--- src/rtl/arb_pkg.sv ---
// ---------------------------------------------------------------------------
// arb_pkg : shared types and constants for the 8-way round-robin arbiter
// Rev 1.0
// ---------------------------------------------------------------------------
`default_nettype none

package arb_pkg;

  localparam int N     = 8;
  localparam int IDX_W = 3;

  typedef enum logic [0:0] {
    ST_IDLE  = 1'b0,
    ST_GRANT = 1'b1
  } state_t;

endpackage

`default_nettype wire

--- src/rtl/onehot_enc_83.sv ---
// ---------------------------------------------------------------------------
// onehot_enc_83 : 8->3 one-hot encoder, bit i -> 7-i, non-one-hot -> 0
// Rev 1.0
// ---------------------------------------------------------------------------
`default_nettype none

module onehot_enc_83 (
  input  logic [7:0] onehot,
  output logic [2:0] idx
);

  logic [2:0] acc;
  logic [3:0] hits;

  always_comb begin
    acc  = 3'd0;
    hits = 4'd0;
    for (int i = 0; i < 8; i++) begin
      if (onehot[i]) begin
        acc  = acc | 3'(7 - i);
        hits = hits + 4'd1;
      end
    end
    idx = (hits == 4'd1) ? acc : 3'd0;
  end

endmodule

`default_nettype wire

--- src/rtl/rr_arbiter_8.sv ---
// ---------------------------------------------------------------------------
// rr_arbiter_8 : round-robin arbiter with hold-until-release and hold limit
// Rev 1.0
// ---------------------------------------------------------------------------
`default_nettype none

module rr_arbiter_8 #(
  parameter int N        = 8,
  parameter int CNTW     = 8,
  parameter int MAX_HOLD = 16
) (
  input  logic         clk,
  input  logic         rst_n,
  input  logic [N-1:0] req,
  input  logic         done,
  output logic [N-1:0] grant,
  output logic [2:0]   grant_idx,
  output logic         grant_valid,
  output logic         timeout
);

  import arb_pkg::*;

  localparam logic [CNTW-1:0] HOLD_LAST = CNTW'((MAX_HOLD == 0) ? 0 : (MAX_HOLD - 1));
  localparam logic [N-1:0]    ONE_HOT0  = N'(1);

  state_t           state, state_nxt;
  logic [IDX_W-1:0] ptr, ptr_nxt;
  logic [IDX_W-1:0] win, win_nxt;
  logic [CNTW-1:0]  cnt, cnt_nxt;
  logic [N-1:0]     grant_nxt;
  logic             grant_valid_nxt;
  logic             timeout_nxt;

  logic [2*N-1:0]   req_dbl;
  logic [N-1:0]     req_rot;
  logic [IDX_W-1:0] pick;
  logic [IDX_W-1:0] winner;
  logic             hit_limit;
  logic             rel_normal;

  // Rotate so that bit 0 is the requester at ptr, then take the lowest set bit.
  assign req_dbl = {req, req} >> ptr;
  assign req_rot = req_dbl[N-1:0];

  always_comb begin
    pick = '0;
    for (int i = N - 1; i >= 0; i--) begin
      if (req_rot[i]) pick = IDX_W'(i);
    end
  end

  assign winner     = ptr + pick;
  assign hit_limit  = (MAX_HOLD != 0) && (cnt == HOLD_LAST);
  assign rel_normal = done || !req[win];

  always_comb begin
    state_nxt       = state;
    ptr_nxt         = ptr;
    win_nxt         = win;
    cnt_nxt         = cnt;
    grant_nxt       = grant;
    grant_valid_nxt = grant_valid;
    timeout_nxt     = 1'b0;

    case (state)
      ST_IDLE: begin
        grant_nxt       = '0;
        grant_valid_nxt = 1'b0;
        if (|req) begin
          state_nxt       = ST_GRANT;
          win_nxt         = winner;
          grant_nxt       = ONE_HOT0 << winner;
          grant_valid_nxt = 1'b1;
          cnt_nxt         = '0;
        end
      end
      ST_GRANT: begin
        if (rel_normal || hit_limit) begin
          state_nxt       = ST_IDLE;
          grant_nxt       = '0;
          grant_valid_nxt = 1'b0;
          ptr_nxt         = win + IDX_W'(1);
          cnt_nxt         = '0;
          // A voluntary release on the limit cycle is not a revocation.
          timeout_nxt     = hit_limit && !rel_normal;
        end else begin
          cnt_nxt = cnt + CNTW'(1);
        end
      end
      default: state_nxt = ST_IDLE;
    endcase
  end

  always_ff @(posedge clk or negedge rst_n) begin
    if (!rst_n) begin
      state       <= ST_IDLE;
      ptr         <= '0;
      win         <= '0;
      cnt         <= '0;
      grant       <= '0;
      grant_valid <= 1'b0;
      timeout     <= 1'b0;
    end else begin
      state       <= state_nxt;
      ptr         <= ptr_nxt;
      win         <= win_nxt;
      cnt         <= cnt_nxt;
      grant       <= grant_nxt;
      grant_valid <= grant_valid_nxt;
      timeout     <= timeout_nxt;
    end
  end

  onehot_enc_83 u_enc (
    .onehot (grant),
    .idx    (grant_idx)
  );

endmodule

`default_nettype wire

--- config.mk ---
export PLATFORM = sky130hd
export DESIGN_NAME = rr_arbiter_8
export DESIGN_NICKNAME = d
export VERILOG_FILES = /design/src/rtl/arb_pkg.sv /design/src/rtl/onehot_enc_83.sv /design/src/rtl/rr_arbiter_8.sv
export SDC_FILE = /design/constraint.sdc
export NUM_CORES = 1
export LEC_CHECK = 0
export ABC_AREA = 1
export BUFFER_PORTS_ARGS = -buffer_cell sky130_fd_sc_hd__buf_4
export CORE_MARGIN = 10
export CORE_UTILIZATION = 30
export DETAILED_ROUTE_END_ITERATION = 8
export MAX_ROUTING_LAYER = met4
export PLACE_DENSITY_LB_ADDON = 0.3
export SKIP_CTS_REPAIR_TIMING = 1
export SYNTH_ARGS = -nofsm -noshare
export SYNTH_HDL_FRONTEND = slang
export SYNTH_HIERARCHICAL = 1
export SYNTH_SLANG_ARGS = --single-unit
--- constraint.sdc ---
create_clock -name clk -period 6.78 [get_ports clk]
set_input_delay 1.356 -clock clk [delete_from_list [all_inputs] [get_ports clk]]
set_output_delay 1.356 -clock clk [all_outputs]
set_load 0.05 [all_outputs]
==> out/results.ini <==
[setup_path]
rr_endpoint=grant[1]$_DFFE_PN0P_
slowest_delay_ns=0.43
worstSetupPathType=reg2out
r2r_start=ptr[1]$_DFFE_PN0P_
end_kind=output pin
rr_worst_depth=19
crit_arrival_ns=4.69
cp_common_cell=nand2_1
required_ns=5.42
slowest_stage=dfrtp_1
rrSetupSlack_ns=3.83
worst_setup_path_start_kind=register
crit_path_max_fanout=5

[status]
status=finished clean

[finish]
multi_input_area_um2=1623
final_cell_mix=nand2_1 (104), inv_1 (36), nand3_1 (34), nor2_1 (28), dfrtp_1 (25)
insertedDiodeCount=0
final.fill_count=900
final_nets=401
final_common_cell=nand2_1
fin_util=0.3517
area_growth_pct=12.32
seq_area_um2=625.6
layout-drive-gt1-share=0.2493

[synthesis]
postSynthAreaPerCell_um2=6.903
syn_area_um2=2457
ys.flop_type=dfrtp_1
synth_warnings=6
synth-edff-count=0
synthArstFlopShare=1.000
synth.distinct_cells=38
synth_cells=356
synthesis.nets=379
yosysSeqAreaShare=0.2546
ys_ff_latch=25

[power_and_ir_drop]
power_density_nw_per_um2=445.4
irDropWorstVdd_v=0.0001535
leakage_uw=0.001442

[die]
die_x_um=110.5
die_area_um2=12210
core_area_um2=7848
start_util=0.3131
row_count=32
ioPinCount=24
die_height_um=110.5

[flow_run]
drv_cap=0

[min_path]
hold_path.class=reg2reg
whs_path_depth=1
hold_end=grant_valid$_DFFE_PN0P_
worstHoldStart=grant_valid$_DFFE_PN0P_

[drt]
ant_nets=0
routedWlPerCell_um=11.41
drc=0
drt_wl_total_um=5464
routed_via_density=4.754
drt_pass1_iterations=4
vias=2277
drtIter0Drc=71

[global_route]
gr-total-overflow=0
grt_pass1_vias=2314
grt_usage=0.09465
grt_pass1_wl_um=10240
grt_max_degree=26
antenna_found_initial=0

[timing]
grt_setup_unrepaired=no
setup_viol=0
skew_ns=0.009222
setup_tns_ns=0
slew_violations=0
slew_headroom=0.6250
worstMarginPinSlew_ns=0.5620
layout_min_cycle_time_ns=6.051
hold_viol_final=0
fmax_ghz=0.1653
period_share=0.8925

[clocking]
htree_num_levels=1
clockRootBuffer=clkbuf_8
cts_buffers=3
clkTransAtPathRegs_ns=0.09
cts_sinks=25
ctsLongestPathBuffers=2
cts_tree=yes
clk_latency_ns=0.27

[place]
place_congestion=0.8266
dpl.hpwl_um=4469
port_buffers=23

[metrics by stage]
stage / total power [uW] / hold slack, ns / instances / instance area [um2] / setup WS (ns)
2_1_floorplan: 982.6 / 0.4722 / 356 / 2457 / 0.5068
3_3_place_gp: 1140 / 0.4866 / 475 / 2714 / 1.136
3_5_place_dp: 1152 / 0.5008 / 475 / 2714 / 1.023
4_1_cts: 1240 / 0.5161 / 479 / 2760 / 0.7154
5_1_grt: 1375 / 0.5302 / 479 / 2760 / 0.2985
6_report: 1229 / 0.5090 / 479 / 2760 / 0.7291
[cell usage after synthesis, types with 2 or more instances]
cell type  count  area (um2)
o21bai_1       2       15.01
or2_2          5       31.28
nand3_4        2       35.03
nand4_1       11       68.82
nor4_1         2       12.51
nor2_2         5       31.28
inv_2          4       15.01
nand3_2       14       140.1
buf_6          2       22.52
o21ai_1        5       25.02
dfrtp_1       25       625.6
nor2_1        28       105.1
buf_2          2       10.01
nor3_1         3       15.01
ha_1          11       137.6
o21ai_0       10       50.05
nand2_2       23       143.9
nand3_1       34       170.2
nand2_1      104       390.4
nand2_4        7       78.83
inv_1         36       135.1
xor2_1         5       43.79
[power breakdown]
group | internal [uW] | total [uW] | switching [uW]
Combinational | 294 | 866 | 572
Clock | 41.1 | 87.6 | 46.5
Sequential | 189 | 276 | 86.9
[critical path: cells and delay by family (launching register included)]
| kind | cells | cell delay (ns) |
|---|---|---|
| AND/OR/NAND/NOR | 15 | 1.86 |
| flip-flops | 1 | 0.43 |
| buffers and inverters | 6 | 0.49 |
| adder cells (fa/ha/maj) | 6 | 1.64 |
[area by class of cell]
cell class	count	share of cell area
repair buffers	23	0.06256
flip-flops and latches	25	0.2267
well taps	102	0.04624
inverters	42	0.05984
clock inverters	1	0.001813
clock buffers	3	0.01496
multi-input cells	283	0.5879
[routing by layer]
metal / wire [um] / vias up / global-route usage / share of wire
met5: 0 / - / - / 0
met4: 57 / 0 / 0.02418 / 0.010
met3: 127 / 6 / 0.009724 / 0.023
met2: 2503 / 37 / 0.1557 / 0.46
met1: 2775 / 1045 / 0.1207 / 0.51
li1: - / 1189 / - / -
[worst max-delay path by stage]
stage	startpoint	end	slack, ns
final	grant[0]$_DFFE_PN0P_	grant_idx[1]	0.73
after global routing	grant[0]$_DFFE_PN0P_	grant_idx[0]	0.30
after CTS	grant[0]$_DFFE_PN0P_	grant_idx[1]	0.72
after detailed placement	grant[0]$_DFFE_PN0P_	grant_idx[1]	1.02
after global placement	grant[0]$_DFFE_PN0P_	grant_idx[2]	1.14
after floorplan	grant[0]$_DFFE_PN0P_	grant_idx[0]	0.51
[logic make-up after synthesis]
logic type	Yosys count	share of synthesized area
flops	25	0.2546
xor+xnor	6	0.02138
simple gates	244	0.5275
compound gates	21	0.04735
fa+ha+maj	12	0.06415
buf+inv	48	0.08503
[sequential cells by signal (all words and copies together) (netlist names)]
register and flops:
ptr 3, cnt 8, timeout 1, state 1, win 3, grant_valid 1, grant 8
Power figures use the tool's default switching activity.
